===== config.mk =====
export PLATFORM = sky130hd
export DESIGN_NAME = exu_muldiv_iter
export DESIGN_NICKNAME = d
export VERILOG_FILES = /design/src/rtl/exu_muldiv_iter.sv
export SDC_FILE = /design/constraint.sdc
export NUM_CORES = 2
export LEC_CHECK = 0
export ABC_AREA = 1
export CAP_MARGIN = 20
export CELL_PAD_IN_SITES_DETAIL_PLACEMENT = 0
export CELL_PAD_IN_SITES_GLOBAL_PLACEMENT = 1
export CORE_UTILIZATION = 35
export CTS_BUF_LIST = sky130_fd_sc_hd__clkbuf_4 sky130_fd_sc_hd__clkbuf_8
export DETAILED_ROUTE_END_ITERATION = 8
export PLACE_DENSITY_LB_ADDON = 0.15
export SYNTH_ARGS = -nofsm -noshare
export SYNTH_HDL_FRONTEND = slang
export SYNTH_SLANG_ARGS = --single-unit

===== constraint.sdc =====
create_clock -name clk -period 22.4 [get_ports clk]
set_input_delay 6.72 -clock clk [delete_from_list [all_inputs] [get_ports clk]]
set_output_delay 6.72 -clock clk [all_outputs]
set_load 0.02 [all_outputs]

===== src/rtl/exu_muldiv_iter.sv =====
// Iterative RV32M multiply/divide unit sitting behind EXU dispatch.
// Multiplies finish in one registered product cycle; divides use a
// 32-step radix-2 restoring divider followed by a sign-fix cycle.
//
// state  | meaning
// -------+---------------------------------------------------------------
// IDLE   | ready for a new request, outputs hold the last result
// MUL    | product of the latched operands is formed and registered
// DIV    | one restoring-divider iteration per cycle, counter 0..31
// FIX    | quotient/remainder sign correction, result registered
// DONE   | result_valid_o high, waiting for result_ready_i
module exu_muldiv_iter #(
   parameter int REG_ADDR_W = 5,
   parameter int DIV_CYCLES = 32
) (
   input  logic                  clk,
   input  logic                  rst,
   input  logic                  req_muldiv_i,
   output logic                  muldiv_ready_o,
   input  logic [31:0]           op1_i,
   input  logic [31:0]           op2_i,
   input  logic                  op_mul_i,
   input  logic                  op_mulh_i,
   input  logic                  op_mulhsu_i,
   input  logic                  op_mulhu_i,
   input  logic                  op_div_i,
   input  logic                  op_divu_i,
   input  logic                  op_rem_i,
   input  logic                  op_remu_i,
   input  logic [REG_ADDR_W-1:0] rd_addr_i,
   input  logic                  flush_i,
   output logic                  result_valid_o,
   input  logic                  result_ready_i,
   output logic [31:0]           result_o,
   output logic [REG_ADDR_W-1:0] rd_addr_o,
   output logic                  busy_o
);

   localparam int CNT_W = $clog2(DIV_CYCLES);
   localparam logic [CNT_W-1:0] CNT_LAST = CNT_W'(DIV_CYCLES - 1);

   typedef enum logic [2:0] {S_IDLE, S_MUL, S_DIV, S_FIX, S_DONE} state_t;

   state_t state, state_nxt;

   // latched operation
   logic [31:0]           op1_q, op2_q;
   logic [REG_ADDR_W-1:0] rd_q;
   logic                  mul_hi_q, mul_sa_q, mul_sb_q;
   logic                  rem_sel_q, neg_q_q, neg_r_q;

   // divider registers
   logic [31:0]      quo, rem_r, dvs;
   logic [CNT_W-1:0] cnt;

   // request decode
   logic        is_mul_req, is_div_req, sgn_req, rem_req;
   logic        div_zero, div_ovf, fast_path, accept;
   logic [31:0] fast_res, abs1, abs2;

   // datapath comb
   logic signed [32:0] mul_a33, mul_b33;
   logic signed [63:0] mul_a64, mul_b64, prod;
   logic [31:0]        mul_res;
   logic [32:0]        rem_sh, diff;
   logic               ge;
   logic [31:0]        q_fix, r_fix, fix_res;

   // request decode and fast-path detection
   always_comb begin
      is_mul_req = op_mul_i | op_mulh_i | op_mulhsu_i | op_mulhu_i;
      is_div_req = op_div_i | op_divu_i | op_rem_i | op_remu_i;
      sgn_req    = op_div_i | op_rem_i;
      rem_req    = op_rem_i | op_remu_i;
      div_zero   = (op2_i == 32'h0);
      div_ovf    = sgn_req & (op1_i == 32'h8000_0000) & (op2_i == 32'hFFFF_FFFF);
      fast_path  = div_zero | div_ovf;
      accept     = req_muldiv_i & muldiv_ready_o & ~flush_i;
      abs1       = (sgn_req & op1_i[31]) ? -op1_i : op1_i;
      abs2       = (sgn_req & op2_i[31]) ? -op2_i : op2_i;
      if (div_zero) fast_res = rem_req ? op1_i : 32'hFFFF_FFFF;
      else          fast_res = rem_req ? 32'h0 : 32'h8000_0000;
   end

   // product: low 64 bits of the signed product of the 33-bit extended operands
   always_comb begin
      mul_a33 = {mul_sa_q & op1_q[31], op1_q};
      mul_b33 = {mul_sb_q & op2_q[31], op2_q};
      mul_a64 = {{31{mul_a33[32]}}, mul_a33};
      mul_b64 = {{31{mul_b33[32]}}, mul_b33};
      prod    = mul_a64 * mul_b64;
      mul_res = mul_hi_q ? prod[63:32] : prod[31:0];
   end

   // one restoring step plus the final sign correction
   always_comb begin
      rem_sh  = {rem_r, quo[31]};
      diff    = rem_sh - {1'b0, dvs};
      ge      = ~diff[32];
      q_fix   = neg_q_q ? -quo : quo;
      r_fix   = neg_r_q ? -rem_r : rem_r;
      fix_res = rem_sel_q ? r_fix : q_fix;
   end

   // state register
   always_ff @(posedge clk or negedge rst) begin
      if (!rst) state <= S_IDLE;
      else      state <= state_nxt;
   end

   // next-state logic; flush overrides every transition
   always_comb begin
      state_nxt = state;
      case (state)
         S_IDLE: begin
            if (accept) begin
               if (is_mul_req)      state_nxt = S_MUL;
               else if (is_div_req) state_nxt = fast_path ? S_DONE : S_DIV;
               else                 state_nxt = S_IDLE;
            end
         end
         S_MUL:  state_nxt = S_DONE;
         S_DIV:  if (cnt == CNT_LAST) state_nxt = S_FIX;
         S_FIX:  state_nxt = S_DONE;
         S_DONE: if (result_ready_i) state_nxt = S_IDLE;
         default: state_nxt = S_IDLE;
      endcase
      if (flush_i) state_nxt = S_IDLE;
   end

   // status outputs decoded from state; flush masks valid so no handshake can complete
   always_comb begin
      muldiv_ready_o = (state == S_IDLE);
      busy_o         = (state != S_IDLE);
      result_valid_o = (state == S_DONE) & ~flush_i;
   end

   // operand latch, divider iteration and registered result
   always_ff @(posedge clk or negedge rst) begin
      if (!rst) begin
         op1_q     <= '0;
         op2_q     <= '0;
         rd_q      <= '0;
         mul_hi_q  <= 1'b0;
         mul_sa_q  <= 1'b0;
         mul_sb_q  <= 1'b0;
         rem_sel_q <= 1'b0;
         neg_q_q   <= 1'b0;
         neg_r_q   <= 1'b0;
         quo       <= '0;
         rem_r     <= '0;
         dvs       <= '0;
         cnt       <= '0;
         result_o  <= '0;
         rd_addr_o <= '0;
      end else begin
         case (state)
            S_IDLE: begin
               if (accept) begin
                  op1_q     <= op1_i;
                  op2_q     <= op2_i;
                  rd_q      <= rd_addr_i;
                  mul_hi_q  <= op_mulh_i | op_mulhsu_i | op_mulhu_i;
                  mul_sa_q  <= op_mulh_i | op_mulhsu_i;
                  mul_sb_q  <= op_mulh_i;
                  rem_sel_q <= rem_req;
                  neg_q_q   <= sgn_req & (op1_i[31] ^ op2_i[31]);
                  neg_r_q   <= sgn_req & op1_i[31];
                  quo       <= abs1;
                  rem_r     <= '0;
                  dvs       <= abs2;
                  cnt       <= '0;
                  if (!is_mul_req && is_div_req && fast_path) begin
                     result_o  <= fast_res;
                     rd_addr_o <= rd_addr_i;
                  end
               end
            end
            S_MUL: begin
               if (!flush_i) begin
                  result_o  <= mul_res;
                  rd_addr_o <= rd_q;
               end
            end
            S_DIV: begin
               rem_r <= ge ? diff[31:0] : rem_sh[31:0];
               quo   <= {quo[30:0], ge};
               cnt   <= cnt + CNT_W'(1);
            end
            S_FIX: begin
               if (!flush_i) begin
                  result_o  <= fix_res;
                  rd_addr_o <= rd_q;
               end
            end
            default: ;
         endcase
      end
   end

endmodule


==> summary.md <==
| Metric | Value |
|---|---|
| Final setup fails | `0` |
| Post-synthesis adder-cell area fraction | `0.4590` |
| Final #Nets | `8916` |
| Area contributors post-synth | `fa_1, nand2_1, inv_1` |
| Register Area | `0.005394 mm2` |
| Syn_nets | `9008` |
| Status | `completed` |
| Main combinational cell family by area after synthesis | `adder cells` |
| Row count | `146` |
| HPWL after DPL | `164500 um` |
| Syn avg cell area | `7.413 um2` |
| Final worst-path cycle share | `0.6594` |
| XOR/XNOR Fraction of Synth Area | `0.01064` |
| Max Clock Freq | `67.70 MHz` |
| Worst Path Arrival | `8.05 ns` |
| Worst Path Buf+Inv | `2` |
| Cells after Synth | `7549` |
| Warnings, synthesis | `0` |
| Routed len/inst | `20.68 um` |
| Register area share after synthesis | `0.09615` |
| Syn-to-layout area delta | `7.276%` |
| Class of the worst hold path | `reg2reg` |
| Critical path launch point type | `input port` |
| Core Footprint | `0.1586 mm2` |
| Cts hold-fix bufs | `0` |
| Die Width | `401.8 um` |
| Post-route ant nets | `0` |
| GRT Total Usage | `0.2504` |
| Most Frequent Cell on Critical Path | `clkdlybuf4s50_1` |
| Final setup TNS | `0 ns` |
| CTS tree | `built` |
| Routed met2 length | `98720 um` |
| Most frequent cells in the layout | `nand2_1, inv_1, fa_1` |
| Input/output buffers | `121` |
| Drt first-iter violations | `2643` |
| Drt drc | `0` |
| Post-synth top area cell | `fa_1` |
| Worst Setup End Kind | `primary output` |
| Layout cells sized above 1 | `0.03501` |
| Commonest non-fill, non-tap cell in the layout | `nand2_1` |
| Clock Skew | `0.04104 ns` |
| Via Count | `46.58k` |
| Met1 WL | `86340 um` |
| Die footprint | `0.1615 mm2` |
| R2R Setup Slk | `13.07 ns` |
| Routed wl met3 | `6692 um` |
| Minimum clock period | `14.77 ns` |
| Final GP Congestion | `0.9719` |
| Worst-Margin Slew | `1.146 ns` |
| Synth Register Bits | `215` |
| CP max FO | `6` |
| Crit path kind | `in2out` |
| Top cell type's share of synthesized area | `0.4028` |
| CTS resizes | `0` |
| Initial antenna violation count | `4` |
| Clk buf depth | `3` |
| Complex-gate fraction of the synthesized area | `0.06033` |
| Asr flop ratio synth | `1.000` |
| Endpoints failing hold | `0` |
| DR vias/cell | `4.874` |
| Max Slew Vio Count | `0` |
| Simple-gate share of the synthesized area | `0.2158` |
| Synthesized area | `0.05596 mm2` |
| Top_reg_cell synth | `dfrtp_1` |
| Worst r2r path cells | `27` |
| Slowest cell on the critical path | `clkdlybuf4s50_1` |
| RSZ-0062 raised after global routing | `no` |
| Htree depth | `2` |
| First-pass GRT wire length | `306800 um` |
| Netlist cell types | `58` |
| EDFF count, synth | `0` |
| Pin count of the biggest net entering global routing | `103` |
| Die Span Y | `401.8 um` |
| Multi-input gate area | `0.04174 mm2` |
| Worst EP required | `15.68 ns` |
| Crit path max-delay family | `buffers and inverters` |
| Clk slew on worst S/H paths | `0.06 ns` |
| Rel. slew slack | `0.2342` |
| Max stage delay on crit path | `0.62 ns` |
| CTS buffer count | `39` |
| Post-CTS Setup Bufs | `0` |
| DR pass1 iterations | `7` |
| Max cap viols | `0` |
| CP Depth | `3` |
| Total Wirelength | `197600 um` |
| Top sig layer | `met4` |
| CP Cell Sequence | `clkdlybuf4s50_1, nor2_1, clkdlybuf4s50_1` |
| CTS sink cnt | `215` |
| Initial core utilization | `0.3529` |
| Clock Latency Late Sink | `0.65 ns` |
| Fillers | `17.04k` |
| Root Buffer | `clkbuf_8` |
| Vias in the first global route | `50.11k` |
| Post-synthesis mux area share | `0` |
| I/O Pins | `122` |
| GRT overflow | `0` |
| Worst Hold Depth | `2` |
==> state kept, by name (all words and copies together) (netlist names), 5 cells and up <==
name and cells:
result_o 32, rem_r 32, cnt 5, rd_q 5, op1_q 32, rd_addr_o 5
op2_q 32, quo 32, dvs 31
==> worst register-to-register path, delay by kind of cell (launching register included) <==
| family | cells | cell delay (ns) |
|---|---|---|
| flops | 1 | 0.33 |
| buf+inv | 7 | 1.20 |
| fa+ha+maj | 9 | 5.25 |
| simple gates | 11 | 2.44 |
==> cells by family after synthesis <==
family                   count (synthesis)
flip-flops                             215
XOR/XNOR                                68
AO/OA/AOI/OAI                          591
AND/OR/NAND/NOR                       2960
adder cells (fa/ha/maj)               1377
buffers and inverters                 2338
==> area by class of cell <==
type / instances / area share
multi-input cells: 4996 / 0.6954
inverters: 1992 / 0.1246
flip-flops and latches: 215 / 0.08986
well taps: 2072 / 0.04319
repair buffers: 213 / 0.03197
clock buffers: 58 / 0.01278
clock inverters: 10 / 0.002189
diodes: 1 / 0.00004169
==> path summary, 6_finish.rpt <==
path,from,end
max reg2reg,op2_q[0],result_o[19]
max in group asynchronous,rst,op2_q[24]
min reg2reg,op2_q[30],op2_q[30]
min in group asynchronous,rst,result_o[12]
max,flush_i,result_valid_o
min,op2_q[30],op2_q[30]
==> Yosys cell counts, drive strengths merged (4+ instances only) <==
library cell,instances
a221o,4
a31oi,10
o21a,5
o31ai,5
o221ai,39
a21oi,166
inv,1992
xor2,47
o21ai,281
nand3,263
a22oi,4
nand3b,10
fa,1126
clkbuf,320
or2,31
a21o,4
nand2,2071
nor3,69
o211ai,27
nor4,12
o22ai,10
o21bai,30
nand4,56
xnor2,21
dfrtp,215
ha,251
nor2,445
buf,25
==> layer usage <==
metal  vias to the layer above  track usage
li1                      21730            -
met1                     23720       0.3291
met2                       914       0.4439
met3                       208      0.01637
met4                         0      0.06797
met5                         -            0
==> metrics by stage <==
| stage | cells | util | instance area [um2] | setup WS, ns | hold slack, ns |
|---|---|---|---|---|---|
| 2_1_floorplan | 7549 | - | 55960 | 8.667 | 0.4479 |
| 3_3_place_gp | 9487 | 0.3728 | 59110 | 7.630 | 0.4563 |
| 3_5_place_dp | 9488 | 0.3729 | 59130 | 7.625 | 0.4620 |
| 4_1_cts | 9556 | 0.3786 | 60030 | 7.615 | 0.4779 |
| 5_1_grt | 9557 | 0.3786 | 60030 | 7.563 | 0.4941 |
| 6_report | 9557 | 0.3786 | 60030 | 7.628 | 0.4703 |
Power is not shown: default switching activity piles up to over one toggle a cycle in this logic, so the estimate is an artifact.
